## config.mk

```make
export PLATFORM = sky130hd
export DESIGN_NAME = add_seq
export DESIGN_NICKNAME = d
export VERILOG_FILES = /design/src/rtl/add_seq_pkg.sv /design/src/rtl/add4_slice.sv /design/src/rtl/add_seq.sv
export SDC_FILE = /design/constraint.sdc
export NUM_CORES = 1
export LEC_CHECK = 0
export CORE_MARGIN = 2
export CORE_UTILIZATION = 49
export DETAILED_ROUTE_END_ITERATION = 16
export GPL_TIMING_DRIVEN = 0
export PLACE_DENSITY = 0.83
export SETUP_SLACK_MARGIN = 0.02
export SLEW_MARGIN = 25
export SYNTH_ARGS = -nofsm -noshare
export SYNTH_HDL_FRONTEND = slang
export SYNTH_SLANG_ARGS = --single-unit
export TNS_END_PERCENT = 10
```

## constraint.sdc

```tcl
create_clock -name clk -period 3.13 [get_ports clk]
set_input_delay 0.626 -clock clk [delete_from_list [all_inputs] [get_ports clk]]
set_output_delay 0.626 -clock clk [all_outputs]
set_load 0.005 [all_outputs]
```

## src/rtl/add_seq_pkg.sv

```systemverilog
// rtl/add_seq_pkg.sv - shared FSM state type and slice width for add_seq
package add_seq_pkg;

  localparam int SLICE_W = 4;

  typedef enum logic [1:0] {
    IDLE = 2'd0,
    RUN  = 2'd1,
    DONE = 2'd2
  } state_t;

endpackage

```

## src/rtl/add4_slice.sv

```systemverilog
// rtl/add4_slice.sv - combinational 4-bit adder slice with carry in/out
module add4_slice
  import add_seq_pkg::*;
(
  input  logic [SLICE_W-1:0] a,
  input  logic [SLICE_W-1:0] b,
  input  logic               cin,
  output logic [SLICE_W-1:0] sum,
  output logic               cout
);

  assign {cout, sum} = {1'b0, a} + {1'b0, b} + {{SLICE_W{1'b0}}, cin};

endmodule

```

## src/rtl/add_seq.sv

```systemverilog
// rtl/add_seq.sv - two-requester sequential adder iterating one 4-bit slice LSB first
// Optional subtract ports and datapath enabled by macro ADD_SEQ_SUB_EN.
module add_seq
  import add_seq_pkg::*;
#(
  parameter  int NSLICE = 4,
  localparam int W      = SLICE_W * NSLICE
) (
  input  logic         clk,
  input  logic         rst,
  input  logic         req0_valid,
  input  logic         req1_valid,
  output logic         req0_ready,
  output logic         req1_ready,
  input  logic [W-1:0] req0_a,
  input  logic [W-1:0] req0_b,
  input  logic [W-1:0] req1_a,
  input  logic [W-1:0] req1_b,
`ifdef ADD_SEQ_SUB_EN
  input  logic         req0_sub,
  input  logic         req1_sub,
`endif
  output logic         rsp_valid,
  input  logic         rsp_ready,
  output logic [W-1:0] rsp_sum,
  output logic         rsp_cout,
  output logic         rsp_id
);

  localparam int             IW   = (NSLICE > 1) ? $clog2(NSLICE) : 1;
  localparam logic [IW-1:0]  LAST = IW'(NSLICE - 1);

  state_t        state;
  logic [W-1:0]  a_q;
  logic [W-1:0]  b_q;
  logic          sub_q;
  logic          carry_q;
  logic          id_q;
  logic          last_grant;
  logic [IW-1:0] idx;

  logic          grant_id;
  logic          accept;
  logic          sub_sel;
  logic [W-1:0]  a_sel;
  logic [W-1:0]  b_sel;

  logic [SLICE_W-1:0] sl_a;
  logic [SLICE_W-1:0] sl_b;
  logic [SLICE_W-1:0] sl_sum;
  logic               sl_cout;

  // On a tie the requester not granted last time wins; last_grant resets to 1.
  always_comb begin
    if (req0_valid && req1_valid) grant_id = ~last_grant;
    else                          grant_id = req1_valid;
  end

  assign req0_ready = (state == IDLE) && req0_valid && !grant_id;
  assign req1_ready = (state == IDLE) && req1_valid &&  grant_id;
  assign accept     = req0_ready || req1_ready;

  assign a_sel = grant_id ? req1_a : req0_a;
  assign b_sel = grant_id ? req1_b : req0_b;

`ifdef ADD_SEQ_SUB_EN
  assign sub_sel = grant_id ? req1_sub : req0_sub;
`else
  assign sub_sel = 1'b0;
`endif

  // Subtraction is a + ~b + 1: b is inverted here and the +1 comes from the carry preload.
  assign sl_a = a_q[idx*SLICE_W +: SLICE_W];
  assign sl_b = b_q[idx*SLICE_W +: SLICE_W] ^ {SLICE_W{sub_q}};

  add4_slice u_slice (
    .a    (sl_a),
    .b    (sl_b),
    .cin  (carry_q),
    .sum  (sl_sum),
    .cout (sl_cout)
  );

  always_ff @(posedge clk or posedge rst) begin
    if (rst) begin
      state      <= IDLE;
      rsp_valid  <= 1'b0;
      rsp_sum    <= '0;
      rsp_cout   <= 1'b0;
      rsp_id     <= 1'b0;
      carry_q    <= 1'b0;
      idx        <= '0;
      last_grant <= 1'b1;
      a_q        <= '0;
      b_q        <= '0;
      sub_q      <= 1'b0;
      id_q       <= 1'b0;
    end else begin
      case (state)
        IDLE: begin
          if (accept) begin
            a_q        <= a_sel;
            b_q        <= b_sel;
            sub_q      <= sub_sel;
            id_q       <= grant_id;
            last_grant <= grant_id;
            carry_q    <= sub_sel;
            idx        <= '0;
            state      <= RUN;
          end
        end
        RUN: begin
          rsp_sum[idx*SLICE_W +: SLICE_W] <= sl_sum;
          carry_q <= sl_cout;
          if (idx == LAST) begin
            rsp_valid <= 1'b1;
            rsp_cout  <= sl_cout;
            rsp_id    <= id_q;
            state     <= DONE;
          end else begin
            idx <= idx + 1'b1;
          end
        end
        DONE: begin
          // Leaving DONE lands in IDLE, so no accept can coincide with the handoff.
          if (rsp_ready) begin
            rsp_valid <= 1'b0;
            state     <= IDLE;
          end
        end
        default: state <= IDLE;
      endcase
    end
  end

endmodule

```

### Yosys cells after proc, flatten, opt, wreduce, memory -nomap -nowiden

Cells that the tools add are included.

| cells by class | value |
|---|---|
| bitwise gates (word level) | 1 |
| multiply operators | 0 |
| div/mod/pow operators | 0 |
| magnitude comparators | 0 |
| equal/unequal tests | 7 |
| shifts and indexed selects | 4 |
| reduce and logical (&&, ||, !) cells | 16 |
| mux-type cells | 16 |
| add/subtract/negate cells | 4 |

Operators by type and width:

| cell | number |
|---|---|
| 4-bit negator with 34-bit output | 1 |
| 4-bit by 34-bit variable shift with 16-bit output, first input constant | 1 |
| 4-bit by 34-bit variable part select with 16-bit output | 1 |
| 16-bit two-way mux | 2 |
| 16-bit by 5-bit variable part select with 4-bit output | 2 |
| 16-bit bitwise mux | 1 |
| 2-bit two-way mux | 5 |
| 3-bit AND reduction | 3 |
| 2-bit inequality test, second input constant | 4 |
| 2-bit case mux with 3 select lines | 1 |
| 2-bit AND reduction | 3 |
| 4-bit by 4-bit adder with 5-bit output | 1 |
| 5-bit by 1-bit adder with 5-bit output | 1 |
| 1-bit logical AND | 5 |
| 2-bit == test, second input constant | 2 |
| 1-bit two-way mux | 4 |
| 1-bit case mux with 2 select lines | 2 |
| 2-bit case mux with 2 select lines | 1 |
| 2-bit nonzero test | 2 |
| 2-bit by 1-bit adder with 2-bit output, second input constant | 1 |
| 2-bit by 1-bit == test with 1-bit output, second input constant | 1 |
| 2-bit zero test | 1 |
| 1-bit zero test | 1 |
| 1-bit logical OR | 1 |
| 1-bit inverter | 1 |

| storage, ports and cells | value |
|---|---|
| register bits after elaboration | 58 |
| word-level logic and storage cells | 59 |
| bits in read-only memories | 0 |
| output and inout port bits | 21 |
| RAM bits | 0 |
| memories | 0 |
| input bits | 69 |
| latch bits | 0 |

### Longest topological paths before layout

| depth | value |
|---|---|
| depth in word-level cells | 7 |
| depth in mapped cells | 8 |
| mapped depth without buffers | 6 |

### Cells and area by module

Synthesis repeated with hierarchy kept, for this count alone.

| unflattened totals | value |
|---|---|
| cell total of the unflattened synthesis | 221 |
| area, all modules | 3141.8 sq um |

Modules (own cells, without submodules):

| module | area an instance (sq um) | cells an instance | instances | seq. area each (sq um) |
|---|---|---|---|---|
| add_seq | 2997.9 | 205 | 1 | 1452.6 |
| add4_slice | 143.9 | 16 | 1 | 0.0 |

### Worst setup path after synthesis

OpenSTA, ideal clock, no wires.

| timing | value |
|---|---|
| path type | register to register |
| start | register idx[0] |
| end | register rsp_cout |
| arrival | 2.591 ns |
| period minus slack after synthesis | 2.720 ns |
| data required time | 3.002 ns |
| buffers on the path | 2 |
| library setup time | 0.128 ns |
| setup slack | 0.410 ns |
| cell stages (with the launch flop) | 9 |
| path through | dfrtp_1 > buf_2 > buf_2 > mux4_2 > fa_1 > fa_1 > a21o_1 > a21oi_1 > o21ai_0 |

| on the way | value |
|---|---|
| cells in the longest elaborated chain, start to end | 3 |
| elaborated cells on any way between the ends | 6 |
| those cells by class | add/sub: 2; eq/ne: 1; shift: 2; reduce/logical: 1 |

RTL lines:

| item | line | text |
|---|---|---|
| start: declaration | add_seq.sv:40 | `logic [IW-1:0] idx;` |
| start signal: assignment | add_seq.sv:121 | `idx <= idx + 1'b1;` |
| 16-bit by 5-bit variable part select with 4-bit output, on equally long branches | add_seq.sv:73, add_seq.sv:74 |  |
| 4-bit by 4-bit adder with 5-bit output | add4_slice.sv:12 | `assign {cout, sum} = {1'b0, a} + {1'b0, b} + {{SLICE_W{1'b0}}, cin};` |
| 5-bit by 1-bit adder with 5-bit output | add4_slice.sv:12 |  |
| end signal: assignment | add_seq.sv:117 | `rsp_cout <= sl_cout;` |
| end: declaration | add_seq.sv:26 | `output logic rsp_cout,` |

Several ways; a longest one is shown, not always the timed one.
A chain may end at the register's enable or synchronous reset.

### Worst setup path after layout

| timing | value |
|---|---|
| start | input port req1_valid |
| end | output port req1_ready |

| on the way | value |
|---|---|
| cells in the longest elaborated chain, start to end | 3 |
| elaborated cells on any way between the ends | 4 |
| those cells by class | mux: 1; reduce/logical: 3 |

RTL lines:

| item | line | text |
|---|---|---|
| start: declaration | add_seq.sv:12 | `input logic req1_valid,` |
| 1-bit logical AND | add_seq.sv:55 | `if (req0_valid && req1_valid) grant_id = ~last_grant;` |
| 1-bit two-way mux | add_seq.sv:55 |  |
| 1-bit logical AND * | add_seq.sv:60 | `assign req1_ready = (state == IDLE) && req1_valid && grant_id;` |
| end: declaration | add_seq.sv:14 | `output logic req1_ready,` |

Mark *: on every way between the ends. The rest lies on a longest branch, timed or not.

==> metrics.txt <==
endpoints failing setup 0; RSZ-0062 raised after global routing true; clock skew 12.6 ps; Slew HR 60.4%; Worst Hold Launch rsp_sum[2]; family with the most delay on the worst path buffers and inverters; Tmin final 3050 ps; worst path buffer plus inverter count 3; gp weighted congestion 0.804; I/O Buffers 89; final wirelength 7200 microns; Pleak 2.02 nW; clock latency at the later pin of the worst-skew pair 340 ps; I/O pin count 90; global-route wire length before repair 11,600 microns; Power Density 993 mW/mm^2; clock net sink count 58; Synth top area share 42.6%; Max Cap Violations 0; Syn. warnings 0; placed cell areas 0.00436 sq mm; CP Cell Sequence clkdlybuf4s50_1, a21boi_4, buf_6, and2_1, clkdlybuf4s50_1; Layout area overhead 36.2%; Pre-Repair DR Iteration Count 4; fmax 328 MHz; r2r setup slk 260 ps; Final TNS setup 0 ps; number of stages on the worst setup path 5; Syn Nets 304; HP Class flip-flop to flip-flop; Post-synth top cells dfrtp_1, mux2_4, ha_1, mux2_2; Mapped Avg Cell Area 14.9 sq um; status completed; nature of the critical path endpoint output port; Tot GR Track Use 20.9%; vias per inst 5.49; combinational power share 55.9%; Die H 86.6 microns; CP arrival 2420 ps; die footprint 0.00750 sq mm; chip width 86.6 microns; slowest stage delay, CP 510 ps; Final Hold Viols 0; final instance area 0.00456 sq mm; most common cell in the netlist dfrtp_1; root buffer cell clkbuf_8; worst setup path class primary input to output port; # DRC 0; #FFs+latches synth 58; Sw Ratio 35.8%; Post-Synthesis Cells 224; Finished Core Util 68.2%; Placed Cells 394; Netlist cell types 42; CP Launch Type primary input; CTS tree built; Hold Path End rsp_sum[2]; Area contributors post-synth dfrtp_1, mux2_4, mux4_2; Pint 2.90 mW; Max FO, Critical Path 10; setup bufs post-CTS 0; share of layout cells above drive strength 1 33.3%; clk buf depth 2; core area 0.00668 sq mm; Slew @ Worst Pin 593 ps; sequential power share 29.3%; FF-to-FF Start idx[0]; Synth Flop Type dfrtp_1; number of global-route vias before repair 2,397; clock network power share 14.8%; GRT Residual Overflow 0; Cell Count, Final, Fillers Out 410; sequential-to-total area share from yosys stat 43.4%; Final HPWL DP 5450 microns; fin. max-slew vios 0; Worst Path Required 2500 ps; worst hold path depth 2; Period Utilization, post-route 97.3%; FF-to-FF path depth 7; remaining antenna violation count after routing 0; 1st-iter DRT viols 48; Psw 1.62 mW; floorplan row count 30; async set-reset flop share out of synthesis 100%; EDFF count, synth 0; largest net degree at the start of global routing 33; Reg clk slew, reported paths 60 ps; total number of vias 2,249; VDD IR max 441 uV; # H-tree levels 3; Final #Nets 405; CTS Buf Count 9; initial antenna violation count 0; ANT cells 0; Crit-path slowest cell clkdlybuf4s50_1; Crit path top cell by count clkdlybuf4s50_1; starting density of the core 50.1%; synthesized area 0.00334 sq mm; RR Endpoint rsp_sum[2]; area leader, netlist dfrtp_1; routed len/inst 17.6 microns
## cell usage in the layout (no fill, tap or decap), types with 5 or more instances in the layout
master,instances
a22o_1,8
buf_6,5
clkbuf_8,9
clkdlybuf4s50_1,89
dfrtp_1,57
ha_1,9
mux2_2,9
mux2_4,56
mux4_2,8
nand2_1,8
nor2_1,6
o21ai_0,5
## worst register-to-register path: stages, from the launching register on
cell and delay [ps]:
dfrtp_1 400, clkbuf_4 230, buf_6 190, mux4_2 540, fa_1 450, fa_1 420, xnor2_1 360, o31ai_1 140
## timing repair
| item | in CTS | in global routing |
|---|---|---|
| resized for setup | 1 | 3 |
| hold buffers | 0 | 0 |
| setup endpoints to repair | 2 | 4 |
## cell families after synthesis
| group | count (synthesis) | share of synthesized area (%) |
|---|---|---|
| flip-flops | 58 | 43.4 |
| XOR/XNOR | 1 | 0.262 |
| multiplexers | 75 | 34.2 |
| buffers and inverters | 16 | 4.26 |
| adder cells (fa/ha/maj) | 11 | 4.56 |
| AND/OR/NAND/NOR | 32 | 5.99 |
| AO/OA/AOI/OAI | 31 | 7.33 |
## metal layers
metal / GRT usage [%] / part of all wire (%) / routed length, microns
met5: 0 / 0 / 0
met4: 7.24 / 1.7 / 123
met3: 6.10 / 5.9 / 425
met2: 37.2 / 52 / 3750
met1: 24.0 / 40 / 2910
## worst max path at each step
stage                            end  startpoint  slack, ps
after detailed placement    rsp_cout      idx[0]        -20
after global placement      rsp_cout      idx[0]         20
final                     req1_ready  req1_valid         80
after global routing      req1_ready  req1_valid         10
after floorplan             rsp_cout      idx[0]        410
after CTS                   rsp_cout      idx[0]         60
## power by group through the flow
stage	Combinational, mW	Sequential, mW	Clock (mW)
after floorplan	1.83	1.27	0
after global placement	2.44	1.31	0
after detailed placement	2.49	1.33	0
after CTS	2.52	1.33	0.679
after global routing	2.74	1.37	0.711
final	2.53	1.33	0.668
## stage by stage
| stage | total power, mW | hold slack (ps) | setup WS [ps] |
|---|---|---|---|
| after floorplan | 3.10 | 445 | 410 |
| after CTS | 4.53 | 481 | 59.7 |
| after detailed placement | 3.83 | 468 | -18.4 |
| after global placement | 3.75 | 460 | 15.2 |
| after global routing | 4.82 | 518 | 9.85 |
| final | 4.52 | 480 | 84.0 |
## final cells by class
type | count | area, sq um
Buffer | 11 | 133
Inverter | 5 | 21.3
Fill cell | 506 | 2130
Timing Repair Buffer | 90 | 911
Clock inverter | 6 | 57.6
Sequential cell | 58 | 1450
Multi-Input combinational cell | 150 | 1750
Tap cell | 80 | 100
Clock buffer | 10 | 128
## state kept, by name, indices dropped and copies added (netlist names)
signal	flops
rsp_id	1
a_q	16
rsp_sum	16
last_grant	1
rsp_valid	1
carry_q	1
rsp_cout	1
id_q	1
state	2
b_q	16
idx	2
No activity file was read; power rests on OpenSTA's default activity.
